[src/rtl/mux_capture_reg.sv]
// mux_capture_reg: debounced push-button applies load/shift/rotate of the mux output into a 4-bit register
module mux_capture_reg #(
   parameter int DEBOUNCE_CYCLES = 4,
   parameter int CNT_W = 20
) (
   input  logic       clk,
   input  logic       reset_n,
   input  logic [3:0] data_in,
   input  logic [1:0] mode,
   input  logic       btn,
   output logic [3:0] q,
   output logic       op_done,
   output logic [7:0] op_count,
   output logic       loaded,
   output logic       btn_level
);
   typedef enum logic [1:0] {RELEASED, PRESS_CHK, PRESSED, RELEASE_CHK} state_t;
   localparam logic [CNT_W-1:0] CNT_LAST = CNT_W'(DEBOUNCE_CYCLES - 1);
   state_t state;
   logic [1:0] syncReg;
   logic [CNT_W-1:0] cnt;
   logic btnS, fire;
   logic [3:0] nextQ;
   assign btnS = syncReg[1];
   assign fire = state == PRESS_CHK && btnS && cnt == CNT_LAST;
   assign btn_level = state == PRESSED || state == RELEASE_CHK;
   always_comb
      nextQ = mode == 2'b00 ? data_in :
              mode == 2'b01 ? {q[2:0], data_in[0]} :
              mode == 2'b10 ? {data_in[3], q[3:1]} :
                              {q[2:0], q[3]};
   always_ff @(posedge clk) begin
      if (!reset_n) begin
         syncReg  <= '0;
         state    <= RELEASED;
         cnt      <= '0;
         q        <= '0;
         op_done  <= 1'b0;
         op_count <= '0;
         loaded   <= 1'b0;
      end else begin
         syncReg <= {syncReg[0], btn};
         op_done <= fire;
         if (fire) begin
            q        <= nextQ;
            op_count <= op_count + 8'd1;
            if (mode == 2'b00) loaded <= 1'b1;
         end
         unique case (state)
            RELEASED:
               if (btnS) begin
                  state <= PRESS_CHK;
                  cnt   <= '0;
               end
            PRESS_CHK:
               if (!btnS) begin
                  state <= RELEASED;
                  cnt   <= '0;
               end else if (cnt == CNT_LAST) begin
                  state <= PRESSED;
                  cnt   <= '0;
               end else cnt <= cnt + 1'b1;
            PRESSED:
               if (!btnS) begin
                  state <= RELEASE_CHK;
                  cnt   <= '0;
               end
            RELEASE_CHK:
               if (btnS) begin
                  state <= PRESSED;
                  cnt   <= '0;
               end else if (cnt == CNT_LAST) begin
                  state <= RELEASED;
                  cnt   <= '0;
               end else cnt <= cnt + 1'b1;
            default: begin
               state <= RELEASED;
               cnt   <= '0;
            end
         endcase
      end
   end
endmodule

[config.mk]
export PLATFORM = sky130hd
export DESIGN_NAME = mux_capture_reg
export DESIGN_NICKNAME = d
export VERILOG_FILES = /design/src/rtl/mux_capture_reg.sv
export SDC_FILE = /design/constraint.sdc
export NUM_CORES = 1
export LEC_CHECK = 0
export ABC_CLOCK_PERIOD_IN_PS = 4200
export CAP_MARGIN = 30
export CORE_ASPECT_RATIO = 1.2
export CORE_MARGIN = 4
export CORE_UTILIZATION = 45
export CTS_BUF_LIST = sky130_fd_sc_hd__clkbuf_4
export DETAILED_ROUTE_END_ITERATION = 12
export DONT_BUFFER_PORTS = 1
export GPL_TIMING_DRIVEN = 0
export PLACE_DENSITY = 0.71
export SLEW_MARGIN = 25
export SYNTH_ARGS = -nofsm -noshare
export SYNTH_HDL_FRONTEND = slang
export SYNTH_SLANG_ARGS = --single-unit
[constraint.sdc]
create_clock -name clk -period 4.2 [get_ports clk]
set_input_delay 1.05 -clock clk [delete_from_list [all_inputs] [get_ports clk]]
set_output_delay 1.05 -clock clk [all_outputs]
set_load 0.05 [all_outputs]
# --- Word-level counts from Yosys, hierarchy flattened ---
# Index checks and enable logic that the tools add are counted.
classes:
  addsub: 2
  n_eq_ne: 10
  mux: 16
  reduce_logical: 8
op_table:
  columns: ["op", "n"]
  rows:
  - ["$mux 20", 5]
  - ["$pmux 20 s4", 1]
  - ["$add 20x1->20 const B", 1]
  - ["$eq 20x2->1 const B", 1]
  - ["$mux 2", 6]
  - ["$mux 4", 3]
  - ["$add 8x1->8 const B", 1]
  - ["$pmux 2 s4", 1]
  - ["$eq 2x2->1 const B", 3]
  - ["$ne 3x2->1 const B", 2]
  - ["$eq 2x1->1 const B", 2]
  - ["$logic_not 2->1", 2]
  - ["$ne 2x2->1 const B", 2]
  - ["$reduce_and 2->1", 2]
  - ["$reduce_and 4->1", 1]
  - ["$logic_and 1x1->1", 2]
  - ["$logic_or 1x1->1", 1]
totals:
  register_bits: 38
  in_bits: 9
  output_inout_bits: 15
  wordCells: 43

# --- Depth between registers and ports, before layout ---
depth:
  word_depth: 4
  mapped_depth: 7
  depth_no_buf: 6

# --- Worst setup path before layout ---
# Ideal clock, no wire load.
synth_timing:
  path_kind: "input -> register"
  from: "input port reset_n"
  to: "register cnt[18]"
  setup_time_ns: 0.106
  arrival_ns: 2.321
  required_time_ns: 4.094
  setup_slack_ns: 1.773
  stages: 5
  n_path_buf: 1
  cell_sequence: "clkbuf_1 clkinv_1 nor3_1 nand2_1 o311ai_0"
synth_rtl:
  columns: ["item", "line_no", "source"]
  rows:
  - ["start: declaration", "7", "input logic reset_n,"]
  - ["end signal: assignment", "62", "end else cnt <= cnt + 1'b1;"]
  - ["end signal: assignment", "75", "end else cnt <= cnt + 1'b1;"]
  - ["end: declaration", "21", "logic [CNT_W-1:0] cnt;"]

# --- Worst setup path after layout ---
layout_timing:
  from: "register cnt[0]"
  to: "register cnt[14]"
layout_via:
  elab_chain_len: 4
  word_cells_on_any_way: 6
  classes_between: "1 x add/sub; 1 x eq/ne; 4 x mux"
layout_lines:
  columns: ["item", "line_no", "source"]
  rows:
  - ["$add 20x1->20 or $eq 20x2->1 (tied branches)", null, null]
  - ["$mux 20 (*)", "59, 72", null]
  - ["$mux 20 (on tied branches)", "69, 56", null]
  - ["$pmux 20 s4 (*)", "49", "unique case (state)"]
# Mark *: on every way between the ends. The rest lies on a longest branch, timed or not.
# A chain may end at the register's enable or synchronous reset.

==> impl_metrics.toml <==
[setup_path]
cp_cell_sequence = "ha_1 > nor4b_1 > nand4_1 > o21ai_0 > clkbuf_1 > o21ai_0 > a21bo_2"
worstReg2RegStart = "cnt[0]$_SDFFE_PN0P_"
end_kind = "flop"
worst_ep_required_time_ns = 4.45
crit_path_max_incr_delay_ns = 0.55
cp_top_family = "compound AO/OA/AOI/OAI gates"
worstSetupStartpointType = "flop"
crit_type = "flop to flop"
cp_max_fo = 10
crit_arrival_ns = 3.05
reg2reg_depth = 7
rrSetupSlack_ns = 1.40
cp_slowest_cell = "o21ai_0"
path_depth = 7
crit_top_cell = "o21ai_0"
path_buf_inv = 1
r2r_end = "cnt[14]$_SDFFE_PN0P_"

[clocking]
cts_root_buffer = "clkbuf_4"
clk_pin_slew_ns = 0.12
cts_tree = "built"
cts-buffers-inserted = 5
htree_levels = 2
worstSkewPairLatency_ns = 0.35
hold_buffers = 0
cts_resized = 0
clk_path_buf_depth = 2
cts_setup_buffers = 0
cts_sinks = 38

[layout]
final_layout_size_suffix_gt1_share_pct = 5.33
syn2layout_area_growth_pct = 6.64
final_cell_mix = "dfxtp_1, nand2_1, nand3_1, a21oi_1, nor2_1"
diodes = 0
fillers = 430
nNetsFinal = 255
fin_cells = 298
layout_commonest_cell = "dfxtp_1"

[route]
wl_per_cell_um = 13.8
dr.pass1.iters = 4
drt-vias-per-instance = 5.79
vias = 1726
drc = 0
drtIter0Drc = 88
final_antenna_net_count = 0
totalWireLength_um = 4120

[sta]
fin_tns_setup_ns = 0
slew_viol_final = 0
period_share_pct = 66.7
min_period_ns = 2.80
hold_slack_ns = 0.447
rsz0062_at_grt = "no"
clock_skew_ns = 0.0117
setup-violations-final = 0
relSlewSlack_pct = 52.3
worst_pin_slew_ns = 0.712
hold_viol = 0
fmax_mhz = 357

[yosys]
synthesis.area_um2 = 1890
synth_edf_count = 0
ys_seq_area_share_pct = 40.3
syn_nets = 248
ys.flop_type = "dfxtp_1"
yosysUniqueCellTypes = 40
synth_area_per_cell_um2 = 7.96
synth_top_area_share_pct = 40.3
ys_top_cells_by_area = "dfxtp_1, nand2_1, a21oi_1"
async_flop_share_pct = 0
postSynthCellCount = 237
yosysWarnings = 0
synth-seq-cells = 38
synth_top_cell_by_area = "dfxtp_1"

[min_path]
min_to = "syncReg[1]$_SDFF_PN0_"
min-delay-path-class = "flop to flop"
worstHoldStart = "syncReg[0]$_SDFF_PN0_"
hold_depth = 1

[placement]
dp_cells = 291
post-dp-hpwl_um = 3060
gp_congestion = 0.805
io_buffers = 0

[power]
ir_drop_mv = 0.213
power_frac_clock_pct = 32.6
leakage_nw = 0.697
power_density_nw_per_um2 = 281
p_sw_mw = 0.137
seqPwrFrac_pct = 64.0
combPwrFrac_pct = 3.4
netSwitchingFraction_pct = 24.2
intPower_mw = 0.429

[floorplan]
rows = 25
core_um2 = 4000
start_util_pct = 47.1
dieWidth_um = 67.1
dieArea_um2 = 5290
die_h_um = 78.9
num_io_pins = 24

[global_routing]
grt_overflow = 0
antenna_found_initial = 0
grt_pass1_vias = 1598
grtUsageTotal_pct = 17.3
grt_max_degree = 13
grt_pass1_wl_um = 7010

[status]
status = "completed"

[flow_run]
cap_violations = 0
-- power groups by stage --
stage	clock (mW)	sequential (mW)	combinational [mW]
finish	0.184	0.362	0.0193
global route	0.205	0.363	0.0220
CTS	0.191	0.362	0.0196
detailed placement	0	0.371	0.0195
global placement	0	0.370	0.0190
floorplan	0	0.370	0.0142
-- synthesized netlist by cell type, types with 3 or more instances --
master and count:
clkbuf_1 11, nor4_1 10, nand2b_1 4, inv_1 6, a21o_1 3, o21ai_0 11, or4_1 3, or3_1 5
mux2i_1 8, a31oi_1 5, xnor2_1 4, nand2_1 28, nor2_1 15, nand3_1 16, and3_1 5, a21oi_1 16
nor3_1 13, nand4_1 8, dfxtp_1 38
-- kinds of logic (layout without fill, tap and decap cells) --
kind of cell    count (synthesis)  in the layout  synth area share (%)
fa+ha+maj                       2              2                  1.33
mux                             8              8                  4.25
flops                          38             38                  40.3
compound gates                 45             45                  14.3
xor+xnor                        6              6                  2.79
buf+inv                        20             27                  4.45
simple gates                  118            118                  32.5
-- cell type report --
| class | count | area (µm²) | share of cell area, % |
|---|---|---|---|
| tap | 54 | 67.6 | 3.36 |
| clock inverter | 2 | 15.0 | 0.747 |
| inverter | 7 | 26.3 | 1.31 |
| sequential | 38 | 761 | 37.8 |
| clock buffer | 5 | 37.5 | 1.87 |
| multi-input combinational | 179 | 1050 | 52.0 |
| buffer | 13 | 57.6 | 2.86 |
-- worst max-delay path by stage --
stage / start / end / slack, ns
floorplan: reset_n / cnt[18]$_SDFFE_PN0P_ / 1.77
global placement: reset_n / cnt[19]$_SDFFE_PN0P_ / 1.04
detailed placement: reset_n / cnt[19]$_SDFFE_PN0P_ / 1.42
CTS: cnt[0]$_SDFFE_PN0P_ / cnt[14]$_SDFFE_PN0P_ / 1.42
global route: cnt[0]$_SDFFE_PN0P_ / cnt[6]$_SDFFE_PN0P_ / 1.12
finish: cnt[0]$_SDFFE_PN0P_ / cnt[14]$_SDFFE_PN0P_ / 1.40
-- stage by stage --
stage	worst slack (ns)	util [%]	instance area, µm²	power (mW)
4_1_cts	1.42	50.2	2010	0.573
5_1_grt	1.12	50.2	2010	0.590
6_report	1.40	50.2	2010	0.566
2_1_floorplan	1.77	-	1890	0.385
3_3_place_gp	1.04	48.8	1950	0.389
3_5_place_dp	1.42	48.9	1960	0.390
-- per-layer routing --
layer,up-vias,global-route usage (%),part of all wire (%)
met3,8,6.22,5.9
met1,798,19.1,42
met2,44,29.3,50
met4,0,7.51,2.2
met5,-,0,0
li1,876,-,-
-- sequential cells by signal (all words and copies together), names as in the netlist, named ones only --
| signal | cells |
|---|---|
| cnt | 20 |
| loaded | 1 |
| op_count | 8 |
| op_done | 1 |
| q | 4 |
| state | 1 |
| syncReg | 2 |
Note: power is estimated with default switching activity, not from simulation.
